File: src/rtl/vending_machine_param.sv
// vending_machine_param: coin vending controller with programmable price.
// Accumulates nickel/dime/quarter credit, raises Vend until VendAck, then
// pays change (or a cancel refund) one coin per cycle, largest coin first.
// Optional feature macro VM_SALES_COUNT_EN adds a saturating 16-bit
// SalesCount output counting acknowledged vends.
//
// Handshake: Vend is a level request that stays high from the cycle after
// the purchasing coin until the cycle after VendAck is sampled high while
// in VEND; VendAck outside VEND has no effect. Coin inputs are one-cycle
// pulses; CoinReject answers every coin that is not credited.
module vending_machine_param #(
    parameter int PRICE      = 30,
    parameter int MAX_CREDIT = 50,
    parameter int CW         = 7
) (
    input  logic          Clk,
    input  logic          Rst_n,
    input  logic          N,
    input  logic          D,
    input  logic          Q,
    input  logic          Cancel,
    input  logic          VendAck,
    output logic [CW-1:0] Credit,
    output logic          Vend,
    output logic          RetN,
    output logic          RetD,
    output logic          RetQ,
    output logic          CoinReject,
    output logic          Busy
`ifdef VM_SALES_COUNT_EN
    ,
    output logic [15:0]   SalesCount
`endif
);

    // Reject illegal parameter sets while elaborating.
    if ((PRICE % 5) != 0 || (MAX_CREDIT % 5) != 0 || PRICE < 5 ||
        PRICE > MAX_CREDIT || MAX_CREDIT >= (1 << CW)) begin : g_param_check
        $error("vending_machine_param: illegal PRICE/MAX_CREDIT/CW combination");
    end

    typedef enum logic [1:0] {
        ST_ACCUM  = 2'd0,
        ST_VEND   = 2'd1,
        ST_CHANGE = 2'd2
    } state_e;

    localparam logic [CW:0] PRICE_W = (CW+1)'(PRICE);
    localparam logic [CW:0] MAX_W   = (CW+1)'(MAX_CREDIT);

    state_e        state_q;
    logic [CW-1:0] credit_q;
    logic          vend_q, retn_q, retd_q, retq_q, reject_q, busy_q;

    logic          coin_any;
    logic          coin_legal;
    logic [CW:0]   coin_val;
    logic [CW:0]   sum;       // one extra bit so the overflow test never wraps
    logic          coin_ok;
    logic [CW-1:0] ret_val;

    assign coin_any   = N | D | Q;
    assign coin_legal = (N & ~D & ~Q) | (~N & D & ~Q) | (~N & ~D & Q);
    assign sum        = {1'b0, credit_q} + coin_val;
    assign coin_ok    = coin_legal && (sum <= MAX_W);

    // Value of the single legal coin; don't-care when the coin is illegal.
    always_comb begin
        coin_val = '0;
        if (N)      coin_val = (CW+1)'(5);
        else if (D) coin_val = (CW+1)'(10);
        else if (Q) coin_val = (CW+1)'(25);
    end

    // Greedy change coin for the credit still owed.
    always_comb begin
        ret_val = CW'(5);
        if (32'(credit_q) >= 32'd25)      ret_val = CW'(25);
        else if (32'(credit_q) >= 32'd10) ret_val = CW'(10);
    end

    // Controller FSM with all outputs registered.
    always_ff @(posedge Clk or negedge Rst_n) begin
        if (!Rst_n) begin
            state_q  <= ST_ACCUM;
            credit_q <= '0;
            vend_q   <= 1'b0;
            retn_q   <= 1'b0;
            retd_q   <= 1'b0;
            retq_q   <= 1'b0;
            reject_q <= 1'b0;
            busy_q   <= 1'b0;
        end else begin
            retn_q   <= 1'b0;
            retd_q   <= 1'b0;
            retq_q   <= 1'b0;
            reject_q <= 1'b0;
            case (state_q)
                ST_ACCUM: begin
                    if (Cancel) begin
                        // Cancel wins over a simultaneous coin.
                        reject_q <= coin_any;
                        if (credit_q != '0) begin
                            state_q <= ST_CHANGE;
                            busy_q  <= 1'b1;
                        end
                    end else if (coin_any) begin
                        if (!coin_ok) begin
                            reject_q <= 1'b1;
                        end else if (sum < PRICE_W) begin
                            credit_q <= CW'(sum);
                        end else begin
                            credit_q <= CW'(sum - PRICE_W);
                            state_q  <= ST_VEND;
                            vend_q   <= 1'b1;
                            busy_q   <= 1'b1;
                        end
                    end
                end
                ST_VEND: begin
                    reject_q <= coin_any;
                    if (VendAck) begin
                        vend_q <= 1'b0;
                        if (credit_q != '0) begin
                            state_q <= ST_CHANGE;
                        end else begin
                            state_q <= ST_ACCUM;
                            busy_q  <= 1'b0;
                        end
                    end
                end
                ST_CHANGE: begin
                    reject_q <= coin_any;
                    retq_q   <= (ret_val == CW'(25));
                    retd_q   <= (ret_val == CW'(10));
                    retn_q   <= (ret_val == CW'(5));
                    credit_q <= credit_q - ret_val;
                    if (credit_q == ret_val) begin
                        state_q <= ST_ACCUM;
                        busy_q  <= 1'b0;
                    end
                end
                default: begin
                    state_q <= ST_ACCUM;
                    busy_q  <= 1'b0;
                    vend_q  <= 1'b0;
                end
            endcase
        end
    end

`ifdef VM_SALES_COUNT_EN
    logic [15:0] sales_q;

    // Count acknowledged vends, saturating at all-ones.
    always_ff @(posedge Clk or negedge Rst_n) begin
        if (!Rst_n) begin
            sales_q <= '0;
        end else if (state_q == ST_VEND && VendAck && sales_q != 16'hFFFF) begin
            sales_q <= sales_q + 16'd1;
        end
    end

    assign SalesCount = sales_q;
`endif

    assign Credit     = credit_q;
    assign Vend       = vend_q;
    assign RetN       = retn_q;
    assign RetD       = retd_q;
    assign RetQ       = retq_q;
    assign CoinReject = reject_q;
    assign Busy       = busy_q;

endmodule

File: config.mk
export PLATFORM = sky130hd
export DESIGN_NAME = vending_machine_param
export DESIGN_NICKNAME = d
export VERILOG_FILES = /design/src/rtl/vending_machine_param.sv
export SDC_FILE = /design/constraint.sdc
export NUM_CORES = 1
export LEC_CHECK = 0
export BUFFER_PORTS_ARGS = -buffer_cell sky130_fd_sc_hd__buf_4
export CAP_MARGIN = 20
export CORE_ASPECT_RATIO = 0.9
export CORE_MARGIN = 8
export CORE_UTILIZATION = 45
export CTS_BUF_LIST = sky130_fd_sc_hd__clkbuf_4
export CTS_CLUSTER_SIZE = 16
export DETAILED_ROUTE_END_ITERATION = 8
export PLACE_DENSITY = 0.67
export SYNTH_ARGS = -nofsm -noshare
export SYNTH_HDL_FRONTEND = slang
export SYNTH_SLANG_ARGS = --single-unit
File: constraint.sdc
create_clock -name Clk -period 3 [get_ports Clk]
set_clock_uncertainty 0.1 [all_clocks]
set_input_delay 0.6 -clock Clk [delete_from_list [all_inputs] [get_ports Clk]]
set_output_delay 0.6 -clock Clk [all_outputs]
set_load 0.05 [all_outputs]
==> flow_metrics.env <==
export IMPL_drc=0
export IMPL_rsz0062_at_grt="true"
export IMPL_setup_viol=5
export IMPL_stdcell_area_um2=2310
export IMPL_grt_remaining_overflow=0
export IMPL_synth_area_leader_cell="dfrtp_1"
export IMPL_io_buffers=19
export IMPL_synth_edf_count=0
export IMPL_busiest_layer="met2"
export IMPL_dpl_hpwl_mm=3.96
export IMPL_max_freq_mhz=326
export IMPL_maxCapViolations=0
export IMPL_violations="negative setup slack"
export IMPL_place_gp_congestion=0.877
export IMPL_clk_pin_slew_ps=110
export IMPL_yosysWarnings=0
export IMPL_ys_types=53
export IMPL_numClockSinks=15
export IMPL_period_needed_ps=3060
export IMPL_core_area_um2=3400
export IMPL_placed_area_um2=2080
export IMPL_cts_tree="done"
export IMPL_clk_path_buf_depth=2
export IMPL_drive_above_1_share_pct=41.5
export IMPL_setup_ws_ps=-63.6
export IMPL_die_area_um2=5730
export IMPL_numCtsBuffers=3
export IMPL_drtPass1Iterations=4
export IMPL_setup_worst_path_end_class="flip-flop"
export IMPL_grt_usage_pct=18.2
export IMPL_h_tree_depth=1
export IMPL_antenna_found_initial=0
export IMPL_synthCells=188
export IMPL_num_rows=20
export IMPL_routed_wl_mm=5.11
export IMPL_synth_area_leaders="dfrtp_1, ha_1, inv_1"
export IMPL_synth_main_ff_cell="dfrtp_1"
export IMPL_diodes=0
export IMPL_ff_latch_area_um2=377
export IMPL_slew_violations=0
export IMPL_ant_nets=0
export IMPL_required_ps=3070
export IMPL_grt_pass1_vias=1685
export IMPL_layout_commonest_cell="buf_4"
export IMPL_arrival_ps=3140
export IMPL_worst_slew_margin_rel_pct=51.3
export IMPL_path_class="in2reg"
export IMPL_ys_ff_latch=15
export IMPL_clk_latency_ps=300
export IMPL_use_met3_pct=4.06
export IMPL_finalSetupTns_ps=-157
export IMPL_start_kind="primary input"
export IMPL_tightestPinTransition_ps=730
export IMPL_final_cell_mix="buf_4, inv_1, nor2_1"
export IMPL_die_y_um=72.6
export IMPL_fillers=278
export IMPL_vias_per_cell=5.77
export IMPL_hold_class="in2async"
export IMPL_finalNetCount=273
export IMPL_multi_input_area_um2=1330
export IMPL_status="complete, but fails checks"
export IMPL_start_util_pct=47.1
export IMPL_wl_per_cell_um=17.5
export IMPL_yosys_area_top_type_share_pct=23.4
export IMPL_grt_max_degree=16
export IMPL_met1_usage_pct=23.1
export IMPL_layout_area_overhead_vs_synth_pct=44.1
export IMPL_timing_hold_ws_ps=31.6
export IMPL_syn_num_nets=212
export IMPL_drtIter0Drc=122
export IMPL_worstPathMaxFanout=7
export IMPL_dieWidth_um=78.9
export IMPL_hold_violations=0
export IMPL_boundaryPins=20
export IMPL_grt_use_met2_pct=30.3
export IMPL_async_flop_share_pct=100
export IMPL_synth_seq_area_share_pct=23.4
export IMPL_syn_area_um2=1600
export IMPL_utilization_pct=67.9
export IMPL_syn_area_per_cell_um2=8.53
export IMPL_cts_root_buf="clkbuf_4"
export IMPL_vias=1685
export IMPL_grt_pass1_wl_mm=8.35
export IMPL_min_period_over_period_pct=102
-- synthesized netlist by cell type, types with 2 or more instances --
cell type	count
ha_1	15
a221oi_1	7
o21ai_1	2
xnor2_1	3
nor3b_1	2
xor2_1	3
nand3b_1	2
o21ai_0	13
nand4_1	2
fa_1	2
dfrtp_1	15
inv_1	20
nor2b_1	6
and3_1	2
a211oi_1	3
nand3_1	3
and2_1	3
a21o_1	2
nor2_1	18
a21oi_1	14
nor3_1	6
nand2_1	9
nand2b_1	6
-- through the flow --
stage               std cells  setup WS, ps
floorplan                 188         -58.6
global placement          282          -315
detailed placement        282          -402
CTS                       290          11.2
global route              292          -170
finish                    292         -63.6
-- logic make-up (layout without fill, tap and decap cells) --
kind of cell,after synthesis,after routing,synth area share (%)
AOI/OAI and AO/OA,60,60,29.3
buffers and inverters,22,82,6.01
and+or+nand+nor,68,68,23.8
DFF,15,15,23.4
xor gates and xnor gates,6,6,3.28
adders and majority gates,17,17,14.2
-- sequential cells by signal (all words and copies together), names as in the netlist --
name and cells:
Busy 1, CoinReject 1, Credit 7, RetD 1, RetN 1, RetQ 1
Vend 1, state_q 2
-- worst paths after layout --
check,from,end,slack [ps],depth (start not counted)
setup reg to reg,Credit[0]$_DFFE_PN0P_,Credit[2]$_DFFE_PN0P_,20,13
setup / recovery,D,Credit[5]$_DFFE_PN0P_,-60,13
hold / removal,Rst_n,Credit[0]$_DFFE_PN0P_,30,1
min in group Clk,Cancel,Vend$_DFFE_PN0P_,440,2
max in group asynchronous,Rst_n,Credit[3]$_DFFE_PN0P_,2570,1
hold reg to reg,Credit[2]$_DFFE_PN0P_,Credit[2]$_DFFE_PN0P_,490,2
-- timing repair --
action | CTS | global route
endpoints found under the hold margin | 0 | 0
pin swaps | 0 | 8
gates resized for setup | 11 | 19
endpoints found under the setup margin | 5 | 11
hold buffers | 0 | 0
buffers inserted | 4 | 2
-- layout make-up --
class	count	share of cell area, %
Clock inverter	1	0.216
Timing Repair Buffer	58	19.3
Sequential cell	15	16.3
Clock buffer	3	0.974
Multi-Input combinational cell	151	57.6
Tap cell	44	2.38
Inverter	20	3.25
-- worst max-delay path: stages --
cell and delay (ps):
buf_6 100, nand2b_4 130, nand2b_1 90, ha_2 200
inv_2 40, fa_2 330, nand2b_4 160, a21o_1 160
or4_4 470, a21oi_4 250, a32oi_4 200, a221oi_2 290
o31ai_1 110
-- per-layer routing --
layer | vias up | part of all wire [%]
li1 | 809 | -
met4 | 0 | 1.2
met5 | - | 0
met2 | 52 | 48
met1 | 816 | 44
met3 | 8 | 6.2
Power is left out: the tool's default activity adds up to more than one toggle a clock period on the data nets, which glitch-free logic cannot reach.
